$ cat src/rtl/fetch_queue_if.sv
// Handshake bundle between instruction fetch, the fetch queue and decode.
// master: the fetch/decode side that drives pushes, pops and flush.
// slave : the fetch queue itself.
interface fetch_queue_if #(
    parameter int PTR_W = 2
);
    logic             in_valid;
    logic [31:0]      in_pc;
    logic [31:0]      in_inst;
    logic             in_ready;
    logic             out_valid;
    logic [31:0]      out_pc;
    logic [31:0]      out_inst;
    logic             out_ready;
    logic             flush;
    logic [PTR_W:0]   count;

    modport master (
        output in_valid, in_pc, in_inst, out_ready, flush,
        input  in_ready, out_valid, out_pc, out_inst, count
    );

    modport slave (
        input  in_valid, in_pc, in_inst, out_ready, flush,
        output in_ready, out_valid, out_pc, out_inst, count
    );
endinterface

$ cat src/rtl/fetch_queue.sv
// fetch_queue: small FIFO of {pc, inst} pairs between instruction memory and
// decode. Flush discards everything (including the incoming pair) and has
// priority over push/pop. Asynchronous active-high reset clears pointers,
// occupancy and storage.
// Optional build macro FETCH_QUEUE_BYPASS_EN: when the queue is empty, an
// incoming pair is presented to decode in the same cycle and, if decode takes
// it, is never written into storage.
module fetch_queue #(
    parameter int DEPTH = 4,
    parameter int PTR_W = 2
) (
    input  logic          clk,
    input  logic          rst,
    fetch_queue_if.slave  bus
);
    localparam logic [PTR_W:0] FULL_CNT = (PTR_W + 1)'(DEPTH);

    logic [63:0]      mem_q [DEPTH];
    logic [63:0]      mem_d [DEPTH];
    logic [PTR_W-1:0] wr_ptr_q, wr_ptr_d;
    logic [PTR_W-1:0] rd_ptr_q, rd_ptr_d;
    logic [PTR_W:0]   count_q, count_d;

    logic             not_empty;
    logic             push;
    logic             pop;
    logic             byp_take;
    logic [63:0]      head;

    assign bus.in_ready = (count_q != FULL_CNT);
    assign bus.count    = count_q;

    // Head presentation and handshake qualification (bypass optional).
    always_comb begin
        not_empty = (count_q != '0);
        head      = mem_q[rd_ptr_q];
        byp_take  = 1'b0;
`ifdef FETCH_QUEUE_BYPASS_EN
        if (not_empty) begin
            bus.out_valid = 1'b1;
            bus.out_pc    = head[63:32];
            bus.out_inst  = head[31:0];
        end else if (bus.in_valid && !bus.flush) begin
            // Empty queue: forward the incoming pair straight to decode.
            bus.out_valid = 1'b1;
            bus.out_pc    = bus.in_pc;
            bus.out_inst  = bus.in_inst;
            byp_take      = bus.out_ready;
        end else begin
            bus.out_valid = 1'b0;
            bus.out_pc    = '0;
            bus.out_inst  = '0;
        end
`else
        bus.out_valid = not_empty;
        bus.out_pc    = not_empty ? head[63:32] : 32'h0;
        bus.out_inst  = not_empty ? head[31:0]  : 32'h0;
`endif
        // A bypassed pair consumed by decode is not also stored.
        push = bus.in_valid && bus.in_ready && !bus.flush && !byp_take;
        pop  = not_empty && bus.out_ready && !bus.flush;
    end

    // Next-state for storage, pointers and occupancy; flush wins over all.
    always_comb begin
        mem_d    = mem_q;
        wr_ptr_d = wr_ptr_q;
        rd_ptr_d = rd_ptr_q;
        count_d  = count_q;
        if (bus.flush) begin
            wr_ptr_d = '0;
            rd_ptr_d = '0;
            count_d  = '0;
        end else begin
            if (push) begin
                mem_d[wr_ptr_q] = {bus.in_pc, bus.in_inst};
                wr_ptr_d        = wr_ptr_q + 1'b1;
            end
            if (pop) begin
                rd_ptr_d = rd_ptr_q + 1'b1;
            end
            case ({push, pop})
                2'b10:   count_d = count_q + 1'b1;
                2'b01:   count_d = count_q - 1'b1;
                default: count_d = count_q;
            endcase
        end
    end

    // State registers with asynchronous clear of everything, storage included.
    always_ff @(posedge clk or posedge rst) begin
        if (rst) begin
            for (int i = 0; i < DEPTH; i++) begin
                mem_q[i] <= '0;
            end
            wr_ptr_q <= '0;
            rd_ptr_q <= '0;
            count_q  <= '0;
        end else begin
            for (int i = 0; i < DEPTH; i++) begin
                mem_q[i] <= mem_d[i];
            end
            wr_ptr_q <= wr_ptr_d;
            rd_ptr_q <= rd_ptr_d;
            count_q  <= count_d;
        end
    end
endmodule
$ cat src/flat_wrapper.sv
// flat-port wrapper written by rule: the top's interface ports become plain ports
module fetch_queue_flat 
#(
    parameter int DEPTH = 4,
    parameter int PTR_W = 2
)
  (clk, rst, bus_in_valid, bus_in_pc, bus_in_inst, bus_out_ready, bus_flush, bus_in_ready, bus_out_valid, bus_out_pc, bus_out_inst, bus_count);
  fetch_queue_if #(.PTR_W(PTR_W)) bus_i ();
  input  logic clk;
  input  logic rst;
  input wire logic [$bits(bus_i.in_valid)-1:0] bus_in_valid;
  input wire logic [$bits(bus_i.in_pc)-1:0] bus_in_pc;
  input wire logic [$bits(bus_i.in_inst)-1:0] bus_in_inst;
  input wire logic [$bits(bus_i.out_ready)-1:0] bus_out_ready;
  input wire logic [$bits(bus_i.flush)-1:0] bus_flush;
  output wire logic [$bits(bus_i.in_ready)-1:0] bus_in_ready;
  output wire logic [$bits(bus_i.out_valid)-1:0] bus_out_valid;
  output wire logic [$bits(bus_i.out_pc)-1:0] bus_out_pc;
  output wire logic [$bits(bus_i.out_inst)-1:0] bus_out_inst;
  output wire logic [$bits(bus_i.count)-1:0] bus_count;
  assign bus_i.in_valid = bus_in_valid;
  assign bus_i.in_pc = bus_in_pc;
  assign bus_i.in_inst = bus_in_inst;
  assign bus_i.out_ready = bus_out_ready;
  assign bus_i.flush = bus_flush;
  assign bus_in_ready = bus_i.in_ready;
  assign bus_out_valid = bus_i.out_valid;
  assign bus_out_pc = bus_i.out_pc;
  assign bus_out_inst = bus_i.out_inst;
  assign bus_count = bus_i.count;
  fetch_queue #(.DEPTH(DEPTH), .PTR_W(PTR_W)) u_core (.clk(clk), .rst(rst), .bus(bus_i));
endmodule
$ cat config.mk
export PLATFORM = sky130hd
export DESIGN_NAME = fetch_queue_flat
export DESIGN_NICKNAME = d
export VERILOG_FILES = /design/src/rtl/fetch_queue_if.sv /design/src/rtl/fetch_queue.sv /design/src/flat_wrapper.sv
export SDC_FILE = /design/constraint.sdc
export NUM_CORES = 1
export LEC_CHECK = 0
export ABC_AREA = 1
export BUFFER_PORTS_ARGS = -buffer_cell sky130_fd_sc_hd__clkbuf_2
export CORE_ASPECT_RATIO = 0.5
export CORE_MARGIN = 2
export CORE_UTILIZATION = 45
export DETAILED_ROUTE_END_ITERATION = 8
export GPL_TIMING_DRIVEN = 0
export SETUP_SLACK_MARGIN = 0.4
export SYNTH_ARGS = -nofsm -noshare
export SYNTH_HDL_FRONTEND = slang
export SYNTH_SLANG_ARGS = --single-unit
$ cat constraint.sdc
create_clock -name clk -period 21.5 [get_ports clk]
set_input_delay 4.3 -clock clk [delete_from_list [all_inputs] [get_ports clk]]
set_output_delay 4.3 -clock clk [all_outputs]
set_load 0.02 [all_outputs]
# Yosys cells after proc, flatten, opt, wreduce, memory -nomap -nowiden
# Cells that the tools add are included.
# op_classes
n_addsub,4
multipliers,0
div,0
n_lt_le_gt_ge,3
eq_ne,3
n_shift,0
muxes,14
n_bitwise,3
reduce_logical,11
# ops
cell,n
bitwise mux 256 bit,1
2-to-1 mux 64 bit,3
binary-select mux 64 bit (select 2 bit),1
demux 64 bit (select 2 bit),1
2-to-1 mux 32 bit,2
2-to-1 mux 2 bit,4
>= comparator 3 bit (second input constant),2
inverter 2 -> 3 bit,2
case mux 3 bit (2 select lines),1
nonzero test 3 bit,2
logical AND 1 bit,5
adder 2 x 1 -> 2 bit (second input constant),2
nonzero test 2 bit,2
adder 3 x 1 -> 3 bit (second input constant),1
< comparator 3 x 1 -> 1 bit (second input constant),1
2-to-1 mux 3 bit,1
!= test 3 bit (second input constant),1
subtractor 3 x 1 -> 3 bit (second input constant),1
equality test 2 x 1 -> 1 bit (second input constant),1
equality test 2 bit (second input constant),1
AND reduction 2 bit,1
logical NOT 1 bit,1
inverter 1 bit,1
# totals
ff_bits,263
latch_bits,0
ramBits,0
romBits,0
in_bits,69
out_inout_bits,69
word_cells,45
mem_count,0

# Longest topological paths before layout
# logic_depth
ltp_word,6
ltp_mapped,12
ltp_nobuf,12

# Least setup slack after synthesis
# Ideal clock, no wire load.
# synth_path
path_type,flip-flop to output port
start,reg u_core.count_q[0] (netlist: u_core.bus.count[0])
end,out bus_out_inst[10]
arrival_ns,1.517
required_time_ns,17.200
slack_ns,15.683
stages_incl_launch_ff,6
n_path_buf,1
path_cell_list,dfrtp_1 > nor2_2 > nand2_1 > inv_2 > buf_1 > a21oi_1
# synth_via
elab_chain_len,2
# synth_rtl
item,line,text
"start, declared",fetch_queue.sv:22,"logic [PTR_W:0] count_q, count_d;"
"start signal, assigned",fetch_queue.sv:105,count_q <= count_d;
nonzero test 3 bit,fetch_queue.sv:35,not_empty = (count_q != '0);
net bus_out_valid,flat_wrapper.sv:17,output wire logic [$bits(bus_i.out_valid)-1:0] bus_out_valid;
2-to-1 mux 32 bit,fetch_queue.sv:57,bus.out_inst = not_empty ? head[31:0] : 32'h0;
"end, declared",flat_wrapper.sv:19,output wire logic [$bits(bus_i.out_inst)-1:0] bus_out_inst;
# The timed path passes the listed nets, and every way through them passes these cells.

# Worst setup path in the final report
# layout_path
start,reg u_core.rd_ptr_q[0]
end,out bus_out_inst[15]
# layout_via
elab_chain_len,5
# layout_rtl
item,line,text
"start, declared",fetch_queue.sv:21,"logic [PTR_W-1:0] rd_ptr_q, rd_ptr_d;"
"start signal, assigned",fetch_queue.sv:104,rd_ptr_q <= rd_ptr_d;
inverter 2 -> 3 bit (not written as such),fetch_queue.sv:36,head = mem_q[rd_ptr_q];
binary-select mux 64 bit (select 2 bit),fetch_queue.sv:36,
2-to-1 mux 64 bit (not written as such) (2 in series),fetch_queue.sv:36,
2-to-1 mux 32 bit,fetch_queue.sv:57,
# Every way passes these cells. The select of a mux whose other input is x is not followed.

==> results.yml <==
timing:
  setup-tns-final_ns: 0
  fin_crit_ns: 6.94
  drv_slew: 0
  max_slew.worst_pin.slew_ns: 0.700
  clock_skew_ns: 0.00535
  relSlewSlack_pct: 53.4
  timing.hold.ws_ns: 0.482
  final-hold-violation-count: 0
  period_share_pct: 32.3
  setup_viol: 0
  clock.fmax_mhz: 144
  rsz0062_at_grt: "false"
route:
  remaining_drc_errors: 0
  via_per_inst: 5.33
  ant_nets: 0
  wl_met2_um: 15200
  wirelength_um: 34200
  top_layer: "met4"
  drtIter0Drc: 960
  via_count: 10517
  routedWlPerCell_um: 17.3
  first_pass_iters: 7
  wl_met3_um: 1810
  m1WireLength_um: 16400
final_layout:
  area_growth_pct: 16.8
  seq_area_um2: 6580
  fin_cells: 1973
  final_net_count: 1685
  drive_above_1_share_pct: 15.8
  multi_input_area_um2: 4440
  final_util_pct: 54.3
  num-fill-cells: 2464
  diodes: 0
power:
  p_sw_share_pct: 40.5
  clkPwrFrac_pct: 21.3
  seqPwrFrac_pct: 39.2
  ir_drop_mv: 0.0669
  power_density_nw_per_um2: 151
  switching_power_w: 0.000847
  power_frac_comb_pct: 39.5
  leakage_nw: 6.79
  p_int_w: 0.00124
clock_tree:
  clk_pin_slew_ns: 0.07
  htreeDepth: 1
  cts_num_sinks: 263
  worstSkewPairLatency_ns: 0.53
  cts_setup_buffers: 0
  cts_tree: "yes"
  post_cts_resized: 0
  clockRootBuffer: "clkbuf_16"
  cts_buffers: 24
  cts.path.max_buffers: 3
  hold_buffers: 0
critical_path:
  worstPathArrival_ns: 2.64
  cp-startpoint: "u_core.rd_ptr_q[0]$_DFFE_PP0P_"
  critPathRequiredTime_ns: 17.20
  r2r-start: "u_core.bus.count[0]$_DFFE_PP0P_"
  endpoint_kind: "primary output"
  critical_path_class: "flop to primary output"
  crit_fanout: 10
  startpoint_type: "flop"
global_route:
  grt_pass1_vias: 10121
  overflow: 0
  grt_use_total_pct: 24.9
  antenna_found_initial: 0
  grt_pass1_wl_um: 54500
  grt_max_degree: 109
die:
  core_area_um2: 25500
  rows: 41
  boundaryPins: 138
  die-area_um2: 27800
  floorplan.initialDensity_pct: 46.5
  fp.dieW_um: 234
  chipHeight_um: 119
placed_design:
  dp.cells: 1929
  globalplace.congestion: 0.806
  dp_hpwl_um: 23100
  numPortBuffers: 137
synthesis:
  synth_top_family_by_area: "compound AO/OA/AOI/OAI gates"
  synth_cells: 1446
  avgSynthCellArea_um2: 8.21
  yosys-mux-area-fraction_pct: 0
  ys_top_cells_by_area: "dfrtp_1 55%, o21ai_1 11%, nand2_1 8.6%, nor2_1 8.1%, o21ai_0 5.6%"
  synth_compound_area_share_pct: 19.3
  synthesis.area_um2: 11900
  ys_ff_latch: 263
  yosysTopAreaCellShare_pct: 55.4
  seq_area_frac_synth_pct: 55.4
  yosys.area_share.xor_xnor_pct: 0.0738
  ys.warnings.count: 0
  synth_top_cell_by_area: "dfrtp_1"
  ys_types: 22
  synthAdderAreaFrac_pct: 0.590
  yosys.area_share.simple_pct: 17.4
  syn-num-nets: 1520
hold_path:
  worstHoldStart: "u_core.mem_q[160]$_DFFE_PP0P_"
  hold_class: "flop to flop"
flow_run:
  drv_cap: 0
run_status:
  status: "finished, final reports clean"
-- state kept, by name (all words and copies together), names as in the netlist --
register and flops:
u_core.mem_q 256, u_core.bus.count 3, u_core.rd_ptr_q 2, u_core.wr_ptr_q 2
-- worst paths after layout --
| path | end | slack [ns] | depth (start not counted) |
|---|---|---|---|
| max | bus_out_inst[15] | 14.56 | 8 |
| min | u_core.mem_q[160]$_DFFE_PP0P_ | 0.48 | 2 |
| max reg2reg | u_core.bus.count[2]$_DFFE_PP0P_ | 19.54 | 11 |
| min reg2reg | u_core.mem_q[160]$_DFFE_PP0P_ | 0.48 | 2 |
| max in group asynchronous | u_core.mem_q[181]$_DFFE_PP0P_ | 16.80 | 3 |
| min in group asynchronous | u_core.mem_q[26]$_DFFE_PP0P_ | 3.80 | 2 |
-- stage by stage --
stage          cell area [um2]  total power (W)  setup slack (ns)
2_1_floorplan            11900          0.00138              9.96
3_3_place_gp             13000          0.00163              7.08
3_5_place_dp             13100          0.00165             15.13
4_1_cts                  13900          0.00210             14.56
5_1_grt                  13900          0.00225             14.42
6_report                 13900          0.00209             14.56
-- kinds of logic (layout without fill, tap and decap cells) --
family | count (synthesis) | after routing
buffers and inverters | 180 | 363
adders and majority gates | 5 | 5
xor gates and xnor gates | 1 | 1
DFF | 263 | 263
AOI/OAI and AO/OA | 457 | 457
and+or+nand+nor | 540 | 540
-- area by class of cell --
class,count,area share [%]
buffer,105,4.09
tap,344,3.10
inverter,75,2.08
timing repair buffer,139,5.34
clock buffer,40,5.50
sequential,263,47.5
clock inverter,4,0.370
multi-input combinational,1003,32.0
-- worst max-delay path, cell delays in order (launching register included) --
cell	delay [ns]
dfrtp_1	0.35
buf_2	0.18
inv_2	0.07
buf_4	0.17
buf_4	0.20
clkbuf_1	0.45
o21ai_0	0.17
a21oi_1	0.28
clkbuf_2	0.23
-- Yosys cell counts, drive strengths merged --
master,instances
a21boi,1
a21oi,67
buf,78
clkbuf,27
dfrtp,263
fa,1
ha,4
inv,75
nand2,279
nand3,2
nand4,1
nor2,258
o21ai,389
xnor2,1
-- power by group through the flow --
stage	Clock, W	Combinational [W]	Sequential, W
detailed placement	0	0.000830	0.000823
CTS	0.000453	0.000833	0.000816
global route	0.000474	0.000929	0.000843
floorplan	0	0.000579	0.000800
finish	0.000446	0.000826	0.000819
global placement	0	0.000813	0.000817
-- cells in the final DEF (no fill, tap or decap) --
master	count
a21boi_2	1
nand3_1	2
inv_8	1
nor2_2	1
dfrtp_1	263
buf_1	8
inv_2	2
fa_1	1
clkinv_2	1
inv_1	72
a21oi_1	67
inv_6	1
buf_4	34
nand2_2	5
clkinvlp_4	1
nand2_1	273
nand4_1	1
ha_1	4
clkbuf_16	25
bufinv_16	1
o21ai_0	132
clkbuf_1	34
buf_16	2
nand2_4	1
clkbuf_8	8
o21ai_1	257
nor2_1	256
nor2_8	1
buf_2	36
xnor2_1	1
clkbuf_2	137
-- per-layer routing --
| layer | track usage (%) | vias to the layer above |
|---|---|---|
| met3 | 3.54 | 47 |
| met5 | 0 | - |
| li1 | - | 5024 |
| met2 | 38.8 | 306 |
| met1 | 36.9 | 5140 |
| met4 | 5.74 | 0 |
Power figures use the tool's default switching activity.
